$ cat config.mk
export PLATFORM = sky130hd
export DESIGN_NAME = matrix_index_sequencer
export DESIGN_NICKNAME = d
export VERILOG_FILES = /design/src/rtl/lcmv_pkg.sv /design/src/rtl/wrap_counter.sv /design/src/rtl/matrix_index_sequencer.sv
export SDC_FILE = /design/constraint.sdc
export NUM_CORES = 1
export LEC_CHECK = 0
export ABC_AREA = 1
export BUFFER_PORTS_ARGS = -buffer_cell sky130_fd_sc_hd__buf_4
export CAP_MARGIN = 20
export CORE_MARGIN = 4
export CORE_UTILIZATION = 56
export CTS_CLUSTER_DIAMETER = 60
export DETAILED_ROUTE_END_ITERATION = 12
export PLACE_DENSITY = 0.88
export SYNTH_ARGS = -nofsm -noshare
export SYNTH_HDL_FRONTEND = slang
export SYNTH_HIERARCHICAL = 1
export SYNTH_SLANG_ARGS = --single-unit
$ cat constraint.sdc
create_clock -name clk -period 3 [get_ports clk]
set_clock_uncertainty 0.1 [all_clocks]
set_input_delay 0.45 -clock clk [delete_from_list [all_inputs] [get_ports clk]]
set_output_delay 0.45 -clock clk [all_outputs]
set_load 0.005 [all_outputs]
$ cat src/rtl/lcmv_pkg.sv
// Shared definitions for the LCMV datapath control blocks: the matrix
// dimension default, the index width derivation and the sequencer states.
package lcmv_pkg;

  // Default maximum matrix dimension (number of spectral bands).
  localparam int N_MAX_DEFAULT = 16;

  // Index width needed to address 0 .. n_max-1 (never narrower than 1 bit).
  function automatic int idx_width_for(input int n_max);
    return (n_max > 1) ? $clog2(n_max) : 1;
  endfunction

  localparam int IDX_WIDTH_DEFAULT = idx_width_for(N_MAX_DEFAULT);

  // Control states of the index sequencer.
  typedef enum logic [1:0] {
    IDLE = 2'd0,
    RUN  = 2'd1,
    DONE = 2'd2
  } seq_state_t;

endpackage

$ cat src/rtl/wrap_counter.sv
// Up-counter that wraps to zero after reaching a runtime limit, with
// synchronous clear and load. at_limit flags value == limit.
module wrap_counter #(
  parameter int WIDTH = 5
) (
  input  logic             clk,
  input  logic             rst_n,
  input  logic             clear,
  input  logic             load,
  input  logic [WIDTH-1:0] load_value,
  input  logic             up,
  input  logic [WIDTH-1:0] limit,
  output logic [WIDTH-1:0] value,
  output logic             at_limit
);

  logic [WIDTH-1:0] value_r;

  // Count register: clear has priority over load, load over counting.
  always_ff @(posedge clk or negedge rst_n) begin
    if (!rst_n) begin
      value_r <= {WIDTH{1'b0}};
    end else if (clear) begin
      value_r <= {WIDTH{1'b0}};
    end else if (load) begin
      value_r <= load_value;
    end else if (up) begin
      if (at_limit) begin
        value_r <= {WIDTH{1'b0}};
      end else begin
        value_r <= value_r + WIDTH'(1);
      end
    end
  end

  assign value    = value_r;
  assign at_limit = (value_r == limit);

endmodule

$ cat src/rtl/matrix_index_sequencer.sv
// Walks an n x n matrix in row-major order (full or upper-triangular) and
// presents one (row, col) pair per cycle over a valid/ready handshake to the
// covariance accumulation stage.
module matrix_index_sequencer
  import lcmv_pkg::*;
#(
  parameter int N_MAX     = N_MAX_DEFAULT,
  parameter int IDX_WIDTH = idx_width_for(N_MAX)
) (
  input  logic                 clk,
  input  logic                 rst_n,
  input  logic                 start,
  input  logic [IDX_WIDTH:0]   n,
  input  logic                 triangular,
  output logic                 busy,
  output logic                 out_valid,
  input  logic                 out_ready,
  output logic [IDX_WIDTH-1:0] row,
  output logic [IDX_WIDTH-1:0] col,
  output logic                 last_col,
  output logic                 last,
  output logic                 done
);

  // Index arithmetic runs one bit wider than the indices so that n_r, n_r-1
  // and row+1 are all representable without wrap.
  localparam int             CW      = IDX_WIDTH + 1;
  localparam logic [CW-1:0]  N_MAX_C = CW'(N_MAX);
  localparam logic [CW-1:0]  ONE_C   = CW'(1);
  localparam logic [CW-1:0]  ZERO_C  = CW'(0);

  seq_state_t    state_r;
  seq_state_t    state_next_s;
  logic [CW-1:0] n_r;
  logic          tri_r;

  logic [CW-1:0] n_clamp_s;
  logic [CW-1:0] limit_s;
  logic [CW-1:0] row_val_s;
  logic [CW-1:0] col_val_s;
  logic [CW-1:0] col_load_val_s;
  logic          start_ok_s;
  logic          hs_s;
  logic          row_at_s;
  logic          col_at_s;
  logic          last_col_s;
  logic          last_s;
  logic          cnt_clear_s;
  logic          col_up_s;
  logic          col_load_s;
  logic          row_up_s;
  logic          idx_msb_unused_s;

  assign n_clamp_s  = (n > N_MAX_C) ? N_MAX_C : n;
  assign start_ok_s = (state_r == IDLE) && start;
  assign limit_s    = n_r - ONE_C;

  // Flags come only from registered state and counters, never from out_ready.
  assign hs_s       = (state_r == RUN) && out_ready;
  assign last_col_s = (state_r == RUN) && col_at_s;
  assign last_s     = last_col_s && row_at_s;

  // Sweep configuration captured on an accepted start; ignored afterwards.
  always_ff @(posedge clk or negedge rst_n) begin
    if (!rst_n) begin
      n_r   <= ZERO_C;
      tri_r <= 1'b0;
    end else if (start_ok_s) begin
      n_r   <= n_clamp_s;
      tri_r <= triangular;
    end
  end

  // Counter control: advance only on a handshake, restart on start and
  // after the final pair so the indices rest at (0,0) between sweeps.
  always_comb begin
    cnt_clear_s    = 1'b0;
    col_up_s       = 1'b0;
    col_load_s     = 1'b0;
    row_up_s       = 1'b0;
    col_load_val_s = ZERO_C;
    if (start_ok_s || (hs_s && last_s)) begin
      cnt_clear_s = 1'b1;
    end else if (hs_s && col_at_s) begin
      row_up_s       = 1'b1;
      col_load_s     = 1'b1;
      col_load_val_s = tri_r ? (row_val_s + ONE_C) : ZERO_C;
    end else if (hs_s) begin
      col_up_s = 1'b1;
    end else begin
      cnt_clear_s = 1'b0;
    end
  end

  wrap_counter #(.WIDTH(CW)) u_row_cnt (
    .clk        (clk),
    .rst_n      (rst_n),
    .clear      (cnt_clear_s),
    .load       (1'b0),
    .load_value (ZERO_C),
    .up         (row_up_s),
    .limit      (limit_s),
    .value      (row_val_s),
    .at_limit   (row_at_s)
  );

  wrap_counter #(.WIDTH(CW)) u_col_cnt (
    .clk        (clk),
    .rst_n      (rst_n),
    .clear      (cnt_clear_s),
    .load       (col_load_s),
    .load_value (col_load_val_s),
    .up         (col_up_s),
    .limit      (limit_s),
    .value      (col_val_s),
    .at_limit   (col_at_s)
  );

  // Index MSBs only guard the arithmetic; they are never set on the outputs.
  assign idx_msb_unused_s = row_val_s[IDX_WIDTH] ^ col_val_s[IDX_WIDTH];

  // State register.
  always_ff @(posedge clk or negedge rst_n) begin
    if (!rst_n) begin
      state_r <= IDLE;
    end else begin
      state_r <= state_next_s;
    end
  end

  // Next-state logic.
  always_comb begin
    state_next_s = state_r;
    case (state_r)
      IDLE: begin
        if (start) begin
          state_next_s = (n_clamp_s == ZERO_C) ? DONE : RUN;
        end else begin
          state_next_s = IDLE;
        end
      end
      RUN: begin
        if (hs_s && last_s) begin
          state_next_s = DONE;
        end else begin
          state_next_s = RUN;
        end
      end
      DONE:    state_next_s = IDLE;
      default: state_next_s = IDLE;
    endcase
  end

  // Output decode from the registered state.
  always_comb begin
    busy      = 1'b0;
    out_valid = 1'b0;
    done      = 1'b0;
    case (state_r)
      IDLE: begin
        busy = 1'b0;
      end
      RUN: begin
        busy      = 1'b1;
        out_valid = 1'b1;
      end
      DONE: begin
        busy = 1'b1;
        done = 1'b1;
      end
      default: begin
        busy = 1'b0;
      end
    endcase
  end

  assign row      = row_val_s[IDX_WIDTH-1:0];
  assign col      = col_val_s[IDX_WIDTH-1:0];
  assign last_col = last_col_s;
  assign last     = last_s;

endmodule

# ---- Word level (Yosys, flattened, before mapping)
# Cells that the tools add are included.
dict set report word_totals {
  ff_bits 18
  latch_bits 0
  mem_bits_rw 0
  romBits 0
  inputBits 10
  output_inout_bits 13
  word_cells 49
  n_memories 0
}
dict set report classes {
  add_sub_neg 3
  multipliers 0
  div 0
  n_lt_le_gt_ge 1
  n_eq_ne 4
  n_shift 0
  n_mux 24
  bitwise 0
  reduce_logical 12
}
# operator count
set op_table {}
lappend op_table {{$mux 5} 11}
lappend op_table {{$add 5x1->5 const B} 2}
lappend op_table {{$eq 5x5->1} 2}
lappend op_table {{$mux 1} 9}
lappend op_table {{$logic_and 1x1->1} 6}
lappend op_table {{$mux 2} 3}
lappend op_table {{$gt 5x5->1 const B} 1}
lappend op_table {{$logic_not 5->1} 1}
lappend op_table {{$sub 5x1->5 const B} 1}
lappend op_table {{$pmux 2 s2} 1}
lappend op_table {{$reduce_bool 3->1} 1}
lappend op_table {{$eq 2x1->1 const B} 1}
lappend op_table {{$eq 2x2->1 const B} 1}
lappend op_table {{$logic_not 2->1} 1}
lappend op_table {{$reduce_bool 2->1} 1}
lappend op_table {{$reduce_or 2->1} 1}
lappend op_table {{$logic_or 1x1->1} 1}

# ---- Logic depth before layout (Yosys ltp)
dict set report depth {
  word_depth 10
  mapped_depth 20
  ltp_nobuf 19
}

# ---- Hierarchy
# Netlist, hierarchy kept.
# mod instances cells_per_inst area_per_inst_um2 seq_area_each_um2
set modules_own_cells {}
lappend modules_own_cells {wrap_counter 2 82 456.7 125.1}
lappend modules_own_cells {matrix_index_sequencer 1 75 588.1 200.2}

# ---- Least setup slack after synthesis
# Ideal clock, no wire load.
dict set report synth_path {
  path_kind {register to register}
  startpoint {register n_r[0]}
  endpoint {register u_col_cnt.value_r[1], in the netlist u_col_cnt/value[1]}
  setup_ns 0.117
  t_arrival_ns 2.409
  required_ns 2.783
  path_slack_ns 0.375
  path_stages_with_launch 21
  path_buffers 1
  period_less_slack_ns 2.625
  path_cell_list {dfrtp_1 > inv_1 > ha_1 > nand3_1 > xor2_1 > inv_1 > nand2_1 > nand2_1 > nor2_2 > nand3_2 > inv_1 > nand2_2 > nor2_4 > nand3_1 > inv_1 > clkbuf_1 > nor2_1 > nand2_1 > nand2_1 > nand2_1 > nand2_1}
}
dict set report synth_via {
  elab_chain_cells 9
  word_cells_on_any_way 20
  cone_classes {1 x add/sub; 2 x eq/ne; 11 x mux; 6 x reduce/logical}
}
# element line
set synth_rtl {}
lappend synth_rtl {{from (decl)} matrix_index_sequencer.sv:34} ;# logic [CW-1:0] n_r;
lappend synth_rtl {{from (signal assigned)} matrix_index_sequencer.sv:69} ;# n_r <= n_clamp_s;
lappend synth_rtl {{$sub 5x1->5 (*)} matrix_index_sequencer.sv:56} ;# assign limit_s = n_r - ONE_C;
lappend synth_rtl {{net limit_s[0]} matrix_index_sequencer.sv:38} ;# logic [CW-1:0] limit_s;
lappend synth_rtl {{$eq 5x5->1 (*)} wrap_counter.sv:37} ;# assign at_limit = (value_r == limit);
lappend synth_rtl {{net col_at_s} matrix_index_sequencer.sv:45} ;# logic col_at_s;
lappend synth_rtl {{$logic_and 1x1->1} matrix_index_sequencer.sv:60} ;# assign last_col_s = (state_r == RUN) && col_at_s;
lappend synth_rtl {{$logic_and 1x1->1} matrix_index_sequencer.sv:61} ;# assign last_s = last_col_s && row_at_s;
lappend synth_rtl {{$logic_and 1x1->1} matrix_index_sequencer.sv:82} ;# if (start_ok_s || (hs_s && last_s)) begin
lappend synth_rtl {{$logic_or 1x1->1} matrix_index_sequencer.sv:82}
lappend synth_rtl {{$mux 1 (*)} matrix_index_sequencer.sv:82}
lappend synth_rtl {{net col_load_s} matrix_index_sequencer.sv:50} ;# logic col_load_s;
lappend synth_rtl {{$mux 5} wrap_counter.sv:25} ;# end else if (load) begin
lappend synth_rtl {{$mux 5} wrap_counter.sv:23} ;# end else if (clear) begin
lappend synth_rtl {{to (signal assigned)} wrap_counter.sv:22} ;# value_r <= {WIDTH{1'b0}};
lappend synth_rtl {{to (signal assigned)} wrap_counter.sv:24} ;# value_r <= {WIDTH{1'b0}};
lappend synth_rtl {{to (signal assigned)} wrap_counter.sv:26} ;# value_r <= load_value;
lappend synth_rtl {{to (decl)} wrap_counter.sv:17} ;# logic [WIDTH-1:0] value_r;
# The timed path passes the listed nets; every way through them passes the cells marked *. The select of a mux whose other input is x is not followed.
# A chain may end at the register's enable or synchronous reset.

# ---- Worst setup path after layout
dict set report layout_path {
  startpoint {register n_r[0]}
  endpoint {output last}
}
dict set report layout_via {
  elab_chain_cells 4
  word_cells_on_any_way 5
  cone_classes {1 x add/sub; 2 x eq/ne; 2 x reduce/logical}
}
# element line
set layout_rtl {}
lappend layout_rtl {{$sub 5x1->5} matrix_index_sequencer.sv:56}
lappend layout_rtl {{net limit_s[0]} matrix_index_sequencer.sv:38}
lappend layout_rtl {{$eq 5x5->1} wrap_counter.sv:37}
lappend layout_rtl {{net col_at_s} matrix_index_sequencer.sv:45}
lappend layout_rtl {{$logic_and 1x1->1} matrix_index_sequencer.sv:60}
lappend layout_rtl {{$logic_and 1x1->1} matrix_index_sequencer.sv:61}
lappend layout_rtl {{to (decl)} matrix_index_sequencer.sv:21} ;# output logic last,
# The timed path passes the listed nets, and every way through them passes these cells.

==> results.json <==
{
  "outcome": "complete, no violations",
  "cts_tree": "done",
  "vdd.ir_drop.worst_v": 0.000672,
  "ant_nets": 0,
  "cellPowerDensity_mw_per_mm2": 925,
  "clockBufferDepth": 2,
  "fp.dieH_um": 59.8,
  "clk_pin_slew_ns": 0.11,
  "timing.rr.start": "n_r[0]",
  "vias_per_cell": 4.76,
  "syn_to_final_growth_pct": 20.0,
  "utilization": 0.714,
  "insertion_delay_ns": 0.30,
  "yosysTopAreaCell": "dfrtp_1",
  "synth_seq_cells": 18,
  "drtIter0Drc": 59,
  "synth_top_area_frac": 0.300,
  "design_area_mm2": 0.00180,
  "die_area_mm2": 0.00357,
  "synth_common_cells": "nand2_1, inv_1, nor2_1",
  "cts_root_buffer": "clkbuf_4",
  "fp.dieW_um": 59.8,
  "grt_max_degree": 19,
  "end_kind": "primary output",
  "fin_crit_sh": 0.915,
  "cts_setup_buffers": 0,
  "routabilityCongestion": 0.791,
  "drive_above_1_share": 0.191,
  "grt_pass1_vias": 1237,
  "start_util": 0.595,
  "hold_class": "in2reg",
  "setup_violations": 0,
  "synth-async-reset-ratio": 1.00,
  "netlist_instances": 239,
  "cp-startpoint": "n_r[0]",
  "syn_area_mm2": 0.00150,
  "finalHoldViolCount": 0,
  "synth_seq_area_share": 0.300,
  "final_max_slew_viol_count": 0,
  "grt_pass1_wl_mm": 5.29,
  "power_mw": 1.67,
  "synth_most_common_cell": "nand2_1",
  "antenna_found_initial": 0,
  "htree_levels": 1,
  "yosysWarnings": 6,
  "routed_wl_mm": 3.33,
  "drcViolationCount": 0,
  "tns_ns": 0,
  "worst-setup-path-type": "reg2out",
  "overflow": 0,
  "synth_top_flop_cell": "dfrtp_1",
  "routed-via-count": 1438,
  "cp_data_required_time_ns": 2.45,
  "crit_fanout": 7,
  "n_fill_cell": 227,
  "min_from": "triangular",
  "leakage_nw": 1.06,
  "cp.arrival_ns": 2.20,
  "synth_area_leaders": "dfrtp_1, nand2_1, inv_1, ha_1, nor2_1",
  "io_buffer_count": 22,
  "io_pins": 23,
  "core_mm2": 0.00252,
  "post_drt_wl_per_cell_um": 11.0,
  "fp-row-count": 18,
  "cp-start-kind": "flop",
  "synth-edff-count": 0,
  "cts.sinks": 18,
  "antenna-diode-count": 0,
  "fin_cells": 302,
  "grtUsageTotal": 0.196,
  "cts_buffers": 3,
  "place_hpwl_mm": 2.50,
  "nets": 290,
  "cap_violations": 0,
  "dpl_cell_area_mm2": 0.00173,
  "timing.fmax_mhz": 364,
  "dp_cells": 297,
  "firstDrtPassIters": 4,
  "synth_cell_type_count": 23,
  "layout_min_cycle_time_ns": 2.75,
  "r2r_slack_ns": 0.33,
  "rsz0062_at_grt": "no",
  "syn_area_per_cell_um2": 6.28
}
[metrics by stage]
step / hold slack [ns] / worst slack, ns
6_report: 0.237 / 0.254
3_5_place_dp: 0.233 / 0.0324
3_3_place_gp: 0.231 / 0.0892
5_1_grt: 0.223 / 0.0195
2_1_floorplan: 0.0544 / 0.375
4_1_cts: 0.234 / 0.0923
[cell families (layout without fill, tap and decap cells)]
group                      Yosys count  in the layout  share of synthesized area
xor gates and xnor gates            10             10                     0.0583
other                                1              8                    0.00250
buffers and inverters               45             71                      0.118
AOI/OAI and AO/OA                    6              6                     0.0217
and+or+nand+nor                    152            152                      0.442
DFF                                 18             18                      0.300
adders and majority gates            7              7                     0.0583
[where the power goes]
group	switching, mW	internal [mW]
logic	0.620	0.416
registers	0.141	0.331
clock network	0.0830	0.0741
[critical path: stages, from the launching register on]
cell and delay [ns]:
dfrtp_1 0.39, inv_2 0.10, ha_1 0.19, nand3_1 0.13, xor2_2 0.25, inv_1 0.06, nand2_1 0.06, nand2_1 0.06
nor2_2 0.14, nand3_4 0.12, inv_2 0.11, nand2_2 0.08, nor2_1 0.10, buf_4 0.11
[cell type report]
cell class	count	area (um^2)	share of cell area
Clock buffer	4	36.3	0.0201
Inverter	41	156	0.0868
Multi-Input combinational cell	183	923	0.512
Sequential cell	18	450	0.250
Tap cell	30	37.5	0.0208
Timing Repair Buffer	26	198	0.110
[cell usage in the layout, fill, tap and decap left out, types with 2 or more instances in the layout]
| master | netlist | routed |
|---|---|---|
| nand2_1 | 101 | 101 |
| nand4_1 | 6 | 6 |
| nand2_2 | 2 | 2 |
| o22ai_1 | 2 | 2 |
| nor2_2 | 5 | 6 |
| xor2_1 | 5 | 4 |
| dfrtp_1 | 18 | 18 |
| o21ai_0 | 3 | 3 |
| xnor2_1 | 5 | 5 |
| inv_1 | 36 | 33 |
| nand3_1 | 9 | 9 |
| inv_2 | 5 | 7 |
| conb_1 | 1 | 8 |
| clkbuf_4 | 0 | 3 |
| nor2_1 | 22 | 21 |
| buf_4 | 2 | 25 |
| ha_1 | 7 | 7 |
[what timing repair did]
action | in CTS | in global routing
endpoints found under the setup margin | 5 | 12
gates resized for setup | 1 | 7
pin swaps | 0 | 1
hold buffers | 1 | 0
endpoints found under the hold margin | 18 | 0
[registers in the layout (all words and copies together), names as in the netlist]
register         cells
state_r              2
u_col_cnt/value      5
n_r                  5
tri_r                1
u_row_cnt/value      5
[path summary, 6_finish.rpt]
check,cells after the start,endpoint
worst max-delay path,13,last
worst min-delay path,3,tri_r
worst max register to register,18,u_col_cnt/value[0]
worst min register to register,2,n_r[4]
max in group asynchronous,2,u_row_cnt/value[1]
min in group asynchronous,2,u_col_cnt/value[2]
[metal layers]
layer / global-route usage / part of all wire / wire, um / up-vias
met2: 0.338 / 0.48 / 1610 / 36
met1: 0.253 / 0.47 / 1550 / 622
met4: 0.0665 / 0.0093 / 31 / 0
met3: 0.0194 / 0.042 / 140 / 4
li1: - / - / - / 776
met5: 0 / 0 / 0 / -
No activity file was read; power rests on OpenSTA's default activity.
